==> src/rtl/sa_feed_sequencer.sv <==
// ---------------------------------------------------------------------------
// sa_feed_sequencer
//
// Sequences one matrix-multiply job into a HPE x VPE systolic array:
//    - clears the array accumulators for one cycle,
//    - accepts K_LEN operand beats (A column vector + B row vector),
//    - skews every lane diagonally so lane i / j reaches the array i / j
//      cycles after lane 0,
//    - waits for the wavefront plus the PE pipeline to drain,
//    - pulses DONE when the array results are final.
//
// Ports
//    CLK       in   clock, rising edge
//    RST       in   asynchronous active-low reset
//    START     in   job request, sampled only in IDLE
//    K_LEN     in   operand beat count, latched on an accepted START
//    OP_VALID  in   operand beat present on A_IN / B_IN
//    OP_READY  out  beat accepted this cycle when OP_VALID is also high
//    A_IN      in   A column vector, lane i at [(i+1)*WIDTH-1 : i*WIDTH]
//    B_IN      in   B row vector, same lane packing
//    AA        out  skewed A bus to the array
//    BB        out  skewed B bus to the array
//    SA_RST    out  registered active-low accumulator clear to the array
//    BUSY      out  high in every state except IDLE
//    DONE      out  one-cycle pulse, array results final
// ---------------------------------------------------------------------------

// Per-lane delay line: DEPTH register stages, all cleared by reset.
module sa_skew_line #(
   parameter int WIDTH = 16,
   parameter int DEPTH = 1
) (
   input  logic             clk,
   input  logic             rst_n,
   input  logic [WIDTH-1:0] din,
   output logic [WIDTH-1:0] dout
);

   logic [WIDTH-1:0] stage [DEPTH];

   always_ff @(posedge clk or negedge rst_n) begin
      if (!rst_n) begin
         for (int s = 0; s < DEPTH; s++) begin
            stage[s] <= '0;
         end
      end else begin
         stage[0] <= din;
         for (int s = 1; s < DEPTH; s++) begin
            stage[s] <= stage[s-1];
         end
      end
   end

   assign dout = stage[DEPTH-1];

endmodule

// state  | meaning
// -------+-----------------------------------------------------------------
// IDLE   | waiting for START with a non-zero K_LEN
// CLEAR  | one cycle with SA_RST low, beat counter cleared
// FEED   | OP_READY high, accepting beats until K_LEN have been taken
// DRAIN  | DRAIN_CYC cycles for the skewed wavefront and PE pipeline
// FIN    | DONE pulse, then back to IDLE
module sa_feed_sequencer #(
   parameter int WIDTH = 16,
   parameter int HPE   = 8,
   parameter int VPE   = 8,
   parameter int KW    = 16,
   parameter int PIPE  = 1
) (
   input  logic                 CLK,
   input  logic                 RST,
   input  logic                 START,
   input  logic [KW-1:0]        K_LEN,
   input  logic                 OP_VALID,
   output logic                 OP_READY,
   input  logic [WIDTH*HPE-1:0] A_IN,
   input  logic [WIDTH*VPE-1:0] B_IN,
   output logic [WIDTH*HPE-1:0] AA,
   output logic [WIDTH*VPE-1:0] BB,
   output logic                 SA_RST,
   output logic                 BUSY,
   output logic                 DONE
);

   // Last operand enters lane 0 one cycle after acceptance, reaches the far
   // corner PE HPE+VPE-2 cycles later, then needs PIPE cycles to accumulate.
   localparam int DRAIN_CYC = HPE + VPE - 2 + PIPE;
   localparam int DCW       = (DRAIN_CYC > 1) ? $clog2(DRAIN_CYC) : 1;
   localparam logic [DCW-1:0] DRAIN_LAST = DCW'(DRAIN_CYC - 1);

   typedef enum logic [2:0] {
      S_IDLE  = 3'd0,
      S_CLEAR = 3'd1,
      S_FEED  = 3'd2,
      S_DRAIN = 3'd3,
      S_FIN   = 3'd4
   } state_t;

   state_t         state;
   state_t         state_nxt;
   logic [KW-1:0]  k_len_q;
   logic [KW-1:0]  beat_cnt;
   logic [DCW-1:0] drain_cnt;
   logic           start_ok;
   logic           accept;
   logic           last_beat;
   logic           drain_end;
   logic           sa_rst_q;

   assign start_ok  = START && (K_LEN != '0);
   assign accept    = OP_VALID && OP_READY;
   // Compare against K_LEN-1 so a full-scale K_LEN never needs the counter
   // to reach 2**KW.
   assign last_beat = accept && (beat_cnt == (k_len_q - KW'(1)));
   assign drain_end = (drain_cnt == DRAIN_LAST);

   // ---------------- state register ----------------
   always_ff @(posedge CLK or negedge RST) begin
      if (!RST) begin
         state <= S_IDLE;
      end else begin
         state <= state_nxt;
      end
   end

   // ---------------- next-state logic ----------------
   always_comb begin
      state_nxt = state;
      unique case (state)
         S_IDLE:  if (start_ok)  state_nxt = S_CLEAR;
         S_CLEAR:                state_nxt = S_FEED;
         S_FEED:  if (last_beat) state_nxt = S_DRAIN;
         S_DRAIN: if (drain_end) state_nxt = S_FIN;
         S_FIN:                  state_nxt = S_IDLE;
         default:                state_nxt = S_IDLE;
      endcase
   end

   // ---------------- outputs ----------------
   always_comb begin
      OP_READY = 1'b0;
      BUSY     = 1'b1;
      DONE     = 1'b0;
      unique case (state)
         S_IDLE:  BUSY     = 1'b0;
         S_FEED:  OP_READY = 1'b1;
         S_FIN:   DONE     = 1'b1;
         default: ;
      endcase
   end

   // Registered from next state so SA_RST is low for exactly the CLEAR
   // cycle and low during reset.
   always_ff @(posedge CLK or negedge RST) begin
      if (!RST) begin
         sa_rst_q <= 1'b0;
      end else begin
         sa_rst_q <= (state_nxt != S_CLEAR);
      end
   end

   assign SA_RST = sa_rst_q;

   // ---------------- job length and counters ----------------
   always_ff @(posedge CLK or negedge RST) begin
      if (!RST) begin
         k_len_q <= '0;
      end else if ((state == S_IDLE) && start_ok) begin
         k_len_q <= K_LEN;
      end
   end

   always_ff @(posedge CLK or negedge RST) begin
      if (!RST) begin
         beat_cnt <= '0;
      end else if (state == S_CLEAR) begin
         beat_cnt <= '0;
      end else if (accept) begin
         beat_cnt <= beat_cnt + KW'(1);
      end
   end

   always_ff @(posedge CLK or negedge RST) begin
      if (!RST) begin
         drain_cnt <= '0;
      end else if (state != S_DRAIN) begin
         drain_cnt <= '0;
      end else if (!drain_end) begin
         drain_cnt <= drain_cnt + DCW'(1);
      end
   end

   // ---------------- skew lines ----------------
   // Zeros are shifted in whenever no beat is accepted; zero operands leave
   // the accumulators untouched, so bubbles need no stall.
   for (genvar i = 0; i < HPE; i++) begin : g_a_lane
      sa_skew_line #(
         .WIDTH (WIDTH),
         .DEPTH (i + 1)
      ) u_skew (
         .clk   (CLK),
         .rst_n (RST),
         .din   (accept ? A_IN[i*WIDTH +: WIDTH] : '0),
         .dout  (AA[i*WIDTH +: WIDTH])
      );
   end

   for (genvar j = 0; j < VPE; j++) begin : g_b_lane
      sa_skew_line #(
         .WIDTH (WIDTH),
         .DEPTH (j + 1)
      ) u_skew (
         .clk   (CLK),
         .rst_n (RST),
         .din   (accept ? B_IN[j*WIDTH +: WIDTH] : '0),
         .dout  (BB[j*WIDTH +: WIDTH])
      );
   end

endmodule

==> config.mk <==
export PLATFORM = sky130hd
export DESIGN_NAME = sa_feed_sequencer
export DESIGN_NICKNAME = d
export VERILOG_FILES = /design/src/rtl/sa_feed_sequencer.sv
export SDC_FILE = /design/constraint.sdc
export NUM_CORES = 1
export LEC_CHECK = 0
export CAP_MARGIN = 20
export CORE_MARGIN = 2
export CORE_UTILIZATION = 30
export CTS_CLUSTER_DIAMETER = 200
export DETAILED_ROUTE_END_ITERATION = 16
export DONT_BUFFER_PORTS = 1
export PLACE_DENSITY_LB_ADDON = 0.3
export SLEW_MARGIN = 10
export SYNTH_ARGS = -nofsm -noshare
export SYNTH_HDL_FRONTEND = slang
export SYNTH_SLANG_ARGS = --single-unit
==> constraint.sdc <==
create_clock -name CLK -period 1.85 [get_ports CLK]
set_input_delay 0.185 -clock CLK [delete_from_list [all_inputs] [get_ports CLK]]
set_output_delay 0.185 -clock CLK [all_outputs]
set_load 0.05 [all_outputs]
==> results by group, run 1 <==
Synth
  – Synth Area in Compound Gates: less than 1%
  – Mapped Cells: about 1,900
  – Post-synth EDFFs: 0
  – Synth Register Bits: between 1,000 and 1,500
  – Post-synthesis adder-cell area fraction: 0.145%
  – Synth cell types: between 40 and 50
  – Yosys warnings: 0
  – Register area share after synthesis: 86.4%
  – Post-Synth Simple-Gate Area: under 10%
  – Top post-synthesis cells by area: dfrtp_1 86%, buf_4 4.9%, and2_1 4.6%, mux2_2 0.55%, xnor2_1 0.41%
  – Mux cell area share after synthesis: less than 1%
  – Ys async rst share: 100%
  – Synth top area share: 86.4%
  – Syn Area/Cell: between 15 and 20 µm²
  – Post-Synth XOR/XNOR Area: 0.761%
  – Syn nets: 2,170
  – Mapped Area: approximately 35,000 µm²
  – Biggest area consumer among synthesized cells: dfrtp_1
  – Largest family of logic cells by synthesized area: simple AND/OR/NAND/NOR gates
  – Main synth FF type: dfrtp_1

CTS
  – CTS tree: built
  – CTS max path bufs: 3
  – Reg clk slew, reported paths: about 0.06 ns
  – Clk_lat worst skew: between 0.6 and 0.7 ns
  – Total number of H-tree levels: 3
  – Total CTS buffers: around 120
  – Clk sinks: roughly 1,200
  – Root Driver: clkbuf_16

Floorplan
  – Die height: around 340 µm
  – Die area: about 120,000 µm²
  – Initial Utilization: a little under a third
  – Die width: ~340 µm
  – Core area: approximately 110,000 µm²
  – Site Rows: 124
  – IO Pins: 536

STA
  – Fin crit share: 109%
  – Final hold violations: between 200 and 300
  – Measured slew at the worst slew-check pin: about 1.3 ns
  – FMAX: slightly below 500 MHz
  – Worst Hold Slack: -0.650 ns
  – Final setup vio count: 96
  – RSZ-0062 raised after global routing: yes
  – Final max-slew violation count: 0
  – Max_slew headroom: between 10% and 20%
  – Clock skew: 0.0342 ns
  – Minimum clock period: 2.02 ns
  – Worst setup margin: -0.165 ns

Pwr
  – Worst vdd ir: 0.943 mV
  – P per Cell Area: roughly 1500 nW/µm²
  – P_leak: 20.9 nW

Critical path
  – Crit path launch type: register
  – Slowest cell on crit path: nor4_4
  – Worst setup path class: register to register
  – CP max stage delay: between 0.4 and 0.5 ns
  – Crit path arrival time: around 2.6 ns
  – Crit-path cells: nor4_4, nand2_2, a32o_1, nor4_1, nand4b_1, o31ai_2
  – CP Max Fanout: 6
  – Required @ worst endpoint: about 2.4 ns
  – CP endpoint kind: register

Drt
  – 1st-pass router iterations: 4
  – Antenna Nets Post-Route: 0
  – Via count: 14,100
  – Remaining DRCs: 0
  – DR iter-0 viols: 755
  – Wire length per cell: ~16 µm
  – Drt total wl: between 60 and 70 mm
  – Vias per cell: 3.82

Global route
  – Global-route usage over all layers: 10.3%
  – Remaining Overflow, GRT: 0
  – Largest net degree at the start of global routing: roughly 1,200
  – Initial antenna violation count: 9
  – Vias in the first global route: approximately 16,000
  – First-pass GRT wire length: 92.8 mm

Placed design
  – Dpl hpwl: roughly 36 mm
  – Dpl ws: -0.238 ns
  – Placed inst area: between 30,000 and 40,000 µm²
  – Placed Instances: between 3,000 and 4,000
  – PortBufs: 0
  – RD Place Congestion: between 0.7 and 0.8

Finish
  – FILL cells: between 10,000 and 15,000
  – Nets: between 2,000 and 2,500
  – Most frequent cells in the layout: 1,192 x dfrtp_1, 274 x dlygate4sd3_1, 256 x and2_1, 121 x clkbuf_16, 44 x buf_4
  – Leading cell type in the layout, fill and taps excluded: dfrtp_1
  – Final Cell Area: between 40,000 and 50,000 µm²
  – Finished Layout Cells: about 3,700
  – Layout cells sized above 1: ~14%
  – Final Util: approximately 37%
  – Register area: roughly 30,000 µm²
  – Area delta synth->final: 22.6%
  – Multi-input gate area: 2940 µm²

Run status
  – Failing checks: negative hold slack, negative setup slack
  – Status: finished with violations

Min path
  – Worst hold path type: primary input to async pin

Flow run
  – Max Cap Viol: 0
## worst max-delay path, delay by kind of cell (launching register included)
kind	cells	cell delay, ns
simple gates	4	1.04
flops	1	0.41
compound gates	2	0.47
## cell type report
type	count	area share, %
flip-flops and latches	1192	70.5
repair buffers	337	8.17
clock buffers	167	8.17
multi-input cells	432	6.94
well taps	1512	4.47
clock inverters	50	1.71
inverters	7	0.0709
diodes	4	0.0236
## repair_timing
item	in CTS	in global routing
hold buffers	274	1
setup endpoints to repair	6	440
pin swaps	8	10
setup buffers	2	5
resized for setup	11	12
hold endpoints to repair	1466	497
cloned	0	3
## report_power, final
part           internal, W  total, W  switching (W)
clock               0.0147    0.0247         0.0100
sequential          0.0304    0.0356        0.00514
combinational      0.00210   0.00451        0.00241
## path summary, 6_finish.rpt
| path | slack (ns) | to | cells after the start | start |
|---|---|---|---|---|
| worst max-delay path | -0.17 | state[0] | 6 | k_len_q[5] |
| worst min-delay path | -0.65 | g_a_lane[6].u_skew.stage[70] | 1 | RST |
| worst max register to register | -0.17 | state[0] | 6 | k_len_q[5] |
| worst min register to register | 0.31 | g_b_lane[7].u_skew.stage[68] | 0 | g_b_lane[7].u_skew.stage[84] |
| max in group asynchronous | -0.05 | g_b_lane[7].u_skew.stage[83] | 5 | RST |
| min in group CLK | 0.14 | g_b_lane[7].u_skew.stage[127] | 3 | OP_VALID |
## through the flow
stage / hold slack [ns] / total power (W) / TNS, ns
4_1_cts: -0.866 / 0.0652 / -0.426
3_5_place_dp: -0.0821 / 0.0394 / -0.761
2_1_floorplan: -0.111 / 0.0386 / -0.0326
5_1_grt: -0.708 / 0.0678 / -48.76
6_report: -0.650 / 0.0648 / -1.40
3_3_place_gp: -0.0842 / 0.0391 / -0.176
## state kept, by name (all words and copies together), names as in the netlist
| signal | cells |
|---|---|
| SA_RST | 1 |
| beat_cnt | 16 |
| drain_cnt | 4 |
| g_a_lane.u_skew.dout | 128 |
| g_a_lane.u_skew.stage | 448 |
| g_b_lane.u_skew.dout | 128 |
| g_b_lane.u_skew.stage | 448 |
| k_len_q | 16 |
| state | 3 |
## synthesized netlist by cell type, types with 2 or more instances
cell type / instances
o21ai_0: 11
a21boi_0: 2
nor4_1: 5
nand3_1: 7
mux2i_1: 3
clkbuf_1: 33
nor2b_1: 2
dfrtp_1: 1192
ha_1: 4
or3_1: 7
buf_4: 224
mux2_2: 17
nor2_1: 21
xor2_1: 14
xnor2_1: 16
and2_1: 256
inv_1: 7
and3_1: 3
nor3b_1: 3
a211o_1: 2
nand3b_1: 2
a21oi_1: 9
nand4_1: 9
and4_1: 2
nand2_1: 10
nor3_1: 8
## logic make-up (layout without fill, tap and decap cells)
logic type	after synthesis	in the layout
buffers and inverters	266	561
XOR/XNOR	30	30
multiplexers	20	20
adder cells (fa/ha/maj)	4	4
AND/OR/NAND/NOR	343	343
AO/OA/AOI/OAI	35	35
other	0	4
flip-flops	1192	1192
## routing by layer
| metal | vias up | GRT usage (%) | wire length (µm) |
|---|---|---|---|
| met5 | - | 0 | 50 |
| met4 | 8 | 4.56 | 2210 |
| met3 | 163 | 3.93 | 4710 |
| met2 | 440 | 16.4 | 30000 |
| met1 | 7424 | 12.4 | 23900 |
| li1 | 6100 | - | - |
Note: power is estimated with default switching activity, not from simulation.
==> run 2, diff against run 1 <==
--- a/config.mk
+++ b/config.mk
@@ -9,8 +9,11 @@
 export CORE_MARGIN = 2
 export CORE_UTILIZATION = 30
 export CTS_CLUSTER_DIAMETER = 200
+export CTS_CLUSTER_SIZE = 24
 export DETAILED_ROUTE_END_ITERATION = 16
 export DONT_BUFFER_PORTS = 1
+export HOLD_SLACK_MARGIN = 0.08
+export MAX_ROUTING_LAYER = met4
 export PLACE_DENSITY_LB_ADDON = 0.3
 export SLEW_MARGIN = 10
 export SYNTH_ARGS = -nofsm -noshare
==> results by group, run 2 (synthesis gave the netlist of run 1 again) <==
STA
  – Final hold violations: 496 (+74%)
  – Fin crit share: 111% (+2.2 points)
  – Worst Hold Slack: -0.315 ns (+0.335 ns)
  – FMAX: 486 MHz (-2.0%)
  – Minimum clock period: 2.06 ns (+0.0409 ns)
  – Worst setup margin: -0.206 ns (-0.0409 ns)
  – Final max-slew violation count: 0 (unchanged)
  – Clock skew: 0.0207 ns (-0.0135 ns)
  – Max_slew headroom: 12.3% (-0.51 points)
  – Measured slew at the worst slew-check pin: 1.32 ns (+0.00759 ns)
  – RSZ-0062 raised after global routing: yes
  – Final setup vio count: 3 (-97%)
  – Setup TNS: -0.293 ns (+1.10 ns)

CTS
  – Clk_lat worst skew: 0.66 ns (-0.03 ns)
  – CTS max path bufs: 3 (unchanged)
  – Total number of H-tree levels: 2 (-1)
  – Clk sinks: 1,192 (unchanged)
  – CTS tree: built
  – Root Driver: clkbuf_16
  – Reg clk slew, reported paths: 0.10 ns (+0.04 ns)
  – Total CTS buffers: 55 (-53%)

Run status
  – Status: finished with violations
  – Failing checks: negative hold slack, negative setup slack

Critical path
  – CP endpoint kind: register
  – Crit-path cells: nor4_4, nand2_2, a32o_2, nor4_2, nand4b_1, o31ai_2
  – Worst R2R Setup Slack: -0.21 ns (-0.04 ns)
  – Worst Setup SP: k_len_q[3]
  – Crit path arrival time: 2.63 ns (+0.03 ns)
  – CP Max Fanout: 5 (-1)
  – Crit path depth: 6 (unchanged)
  – Worst setup path class: register to register
  – CP max stage delay: 0.45 ns (-0.02 ns)
  – Reg2reg start: k_len_q[3]
  – Reg2Reg Capture Point: state[0]
  – Crit path buf inv count: 0 (unchanged)
  – Crit path launch type: register
  – Worst r2r path cells: 6 (unchanged)
  – Cell family with most CP delay: simple AND/OR/NAND/NOR gates
  – CP Capture Point: state[0]
  – Slowest cell on crit path: nor4_4
  – Required @ worst endpoint: 2.42 ns (about the same)

Floorplan
  – Site Rows: 124 (unchanged)
  – Die area: 118,000 µm² (unchanged)
  – IO Pins: 536 (unchanged)
  – Initial Utilization: 30.2% (unchanged)
  – Core area: 114,000 µm² (unchanged)
  – Die height: 343 µm (unchanged)
  – Die width: 343 µm (unchanged)

Flow run
  – Max Cap Viol: 0 (unchanged)

Drt
  – Remaining DRCs: 0 (unchanged)
  – Antenna Nets Post-Route: 0 (unchanged)
  – DR iter-0 viols: 776 (+2.8%)
  – Wire length per cell: 16.7 µm (+1.4%)
  – 1st-pass router iterations: 4 (unchanged)
  – Vias per cell: 3.81 (-0.19%)
  – Drt total wl: 59.2 mm (-2.6%)
  – Via count: 13,500 (-4.2%)

Pwr
  – Worst vdd ir: 0.802 mV (-15%)
  – P_leak: 19.7 nW (-6.1%)
  – P per Cell Area: 1330 nW/µm² (-13%)
  – Tot Pwr: 0.0530 W (-18%)

Placed design
  – Placed inst area: 35,000 µm² (unchanged)
  – PortBufs: 0 (unchanged)
  – RD Place Congestion: 0.803 (+1.5%)
  – Dpl hpwl: 36.1 mm (unchanged)

Global route
  – Remaining Overflow, GRT: 0 (unchanged)
  – M3 GR Usage: 3.13% (-0.80 points)
  – M1 GR Usage: 12.4% (about the same)
  – Vias in the first global route: 14,800 (-5.2%)
  – Largest net degree at the start of global routing: 1,193 (unchanged)
  – First-pass GRT wire length: 89.1 mm (-3.9%)
  – Gr busiest metal: met2
  – Met2 usage: 15.8% (-0.60 points)
  – Initial antenna violation count: 11 (+2)
  – Global-route usage over all layers: 10.1% (-0.14 points)

Finish
  – Leading cell type in the layout, fill and taps excluded: dfrtp_1
  – Layout cells sized above 1: 8.02% (-5.7 points)
  – Register area: 29,800 µm² (unchanged)
  – Nets: 2,310 (-2.4%)
  – Most frequent cells in the layout: 1,192 x dfrtp_1, 274 x dlygate4sd3_1, 256 x and2_1, 60 x clkbuf_16, 44 x buf_4
  – Multi-input gate area: 2930 µm² (-0.13%)
  – Top Registers: g_a_lane.u_skew.stage x448, g_b_lane.u_skew.stage x448
  – Final Cell Area: 39,700 µm² (-6.1%)
  – FILL cells: 10,700 (+1.9%)
  – Area delta synth->final: 15.1%

Min path
  – Worst hold path type: primary input to async pin
-- run 2: changes by cell type in the layout (fill, tap and decap cells not counted), sizes merged --
| cell | change |
|---|---|
| buf | +4 |
| bufinv | -11 |
| clkbuf | -110 |
| clkinv | -22 |
| clkinvlp | -6 |
| diode | +5 |
| inv | -8 |
-- run 2: final cells by class --
type | count | share of cell area [%]
inverter | 7 | 0.0756
antenna | 9 | 0.0567
multi-input combinational | 432 | 7.38
timing repair buffer | 342 | 9.05
clock inverter | 3 | 0.0850
clock buffer | 56 | 3.53
sequential | 1192 | 75.1
tap | 1512 | 4.76
-- run 2: layer usage --
layer / vias up / routed length, µm
met5: - / 0
met1: 7178 / 24100
met3: 113 / 3860
met4: 0 / 2000
met2: 367 / 29300
li1: 5886 / -
-- run 2: worst reg2reg max path, stage by stage (launching register included) --
cell and delay [ns]:
dfrtp_1 0.42, nor4_4 0.45, nand2_2 0.14, a32o_2 0.31
nor4_2 0.25, nand4b_1 0.17, o31ai_2 0.25
-- run 2: worst min-delay path by stage --
stage               from                      endpoint  slack (ns)
floorplan            RST                        SA_RST       -0.11
global placement     RST    g_a_lane[6].u_skew.dout[6]       -0.08
detailed placement   RST  g_b_lane[4].u_skew.stage[55]       -0.08
CTS                  RST  g_b_lane[4].u_skew.stage[55]       -0.83
global route         RST  g_b_lane[4].u_skew.stage[73]       -0.21
finish               RST  g_a_lane[5].u_skew.stage[24]       -0.31
-- run 2: where the power goes --
| group | switching, W | internal (W) |
|---|---|---|
| Sequential | 0.00512 | 0.0304 |
| Clock | 0.00751 | 0.00542 |
| Combinational | 0.00242 | 0.00214 |
| Total | 0.0151 | 0.0379 |
-- run 2: what timing repair did --
item                                    4_1_cts  5_1_grt
endpoints found under the hold margin      1466      622
resized for setup                            11       11
hold buffers                                274        5
endpoints found under the setup margin        6      434
buffers inserted                              3        4
cloned                                        0        4
pin swaps                                    11        9
-- run 2: through the flow --
step	utilization [%]	hold slack [ns]	instances	setup WS, ns
floorplan	-	-0.111	1890	-0.0326
global placement	30.6	-0.0842	3189	-0.153
detailed placement	30.6	-0.0821	3189	-0.238
CTS	34.4	-0.829	3525	-0.168
global route	34.8	-0.212	3553	-0.354
finish	34.8	-0.315	3553	-0.206
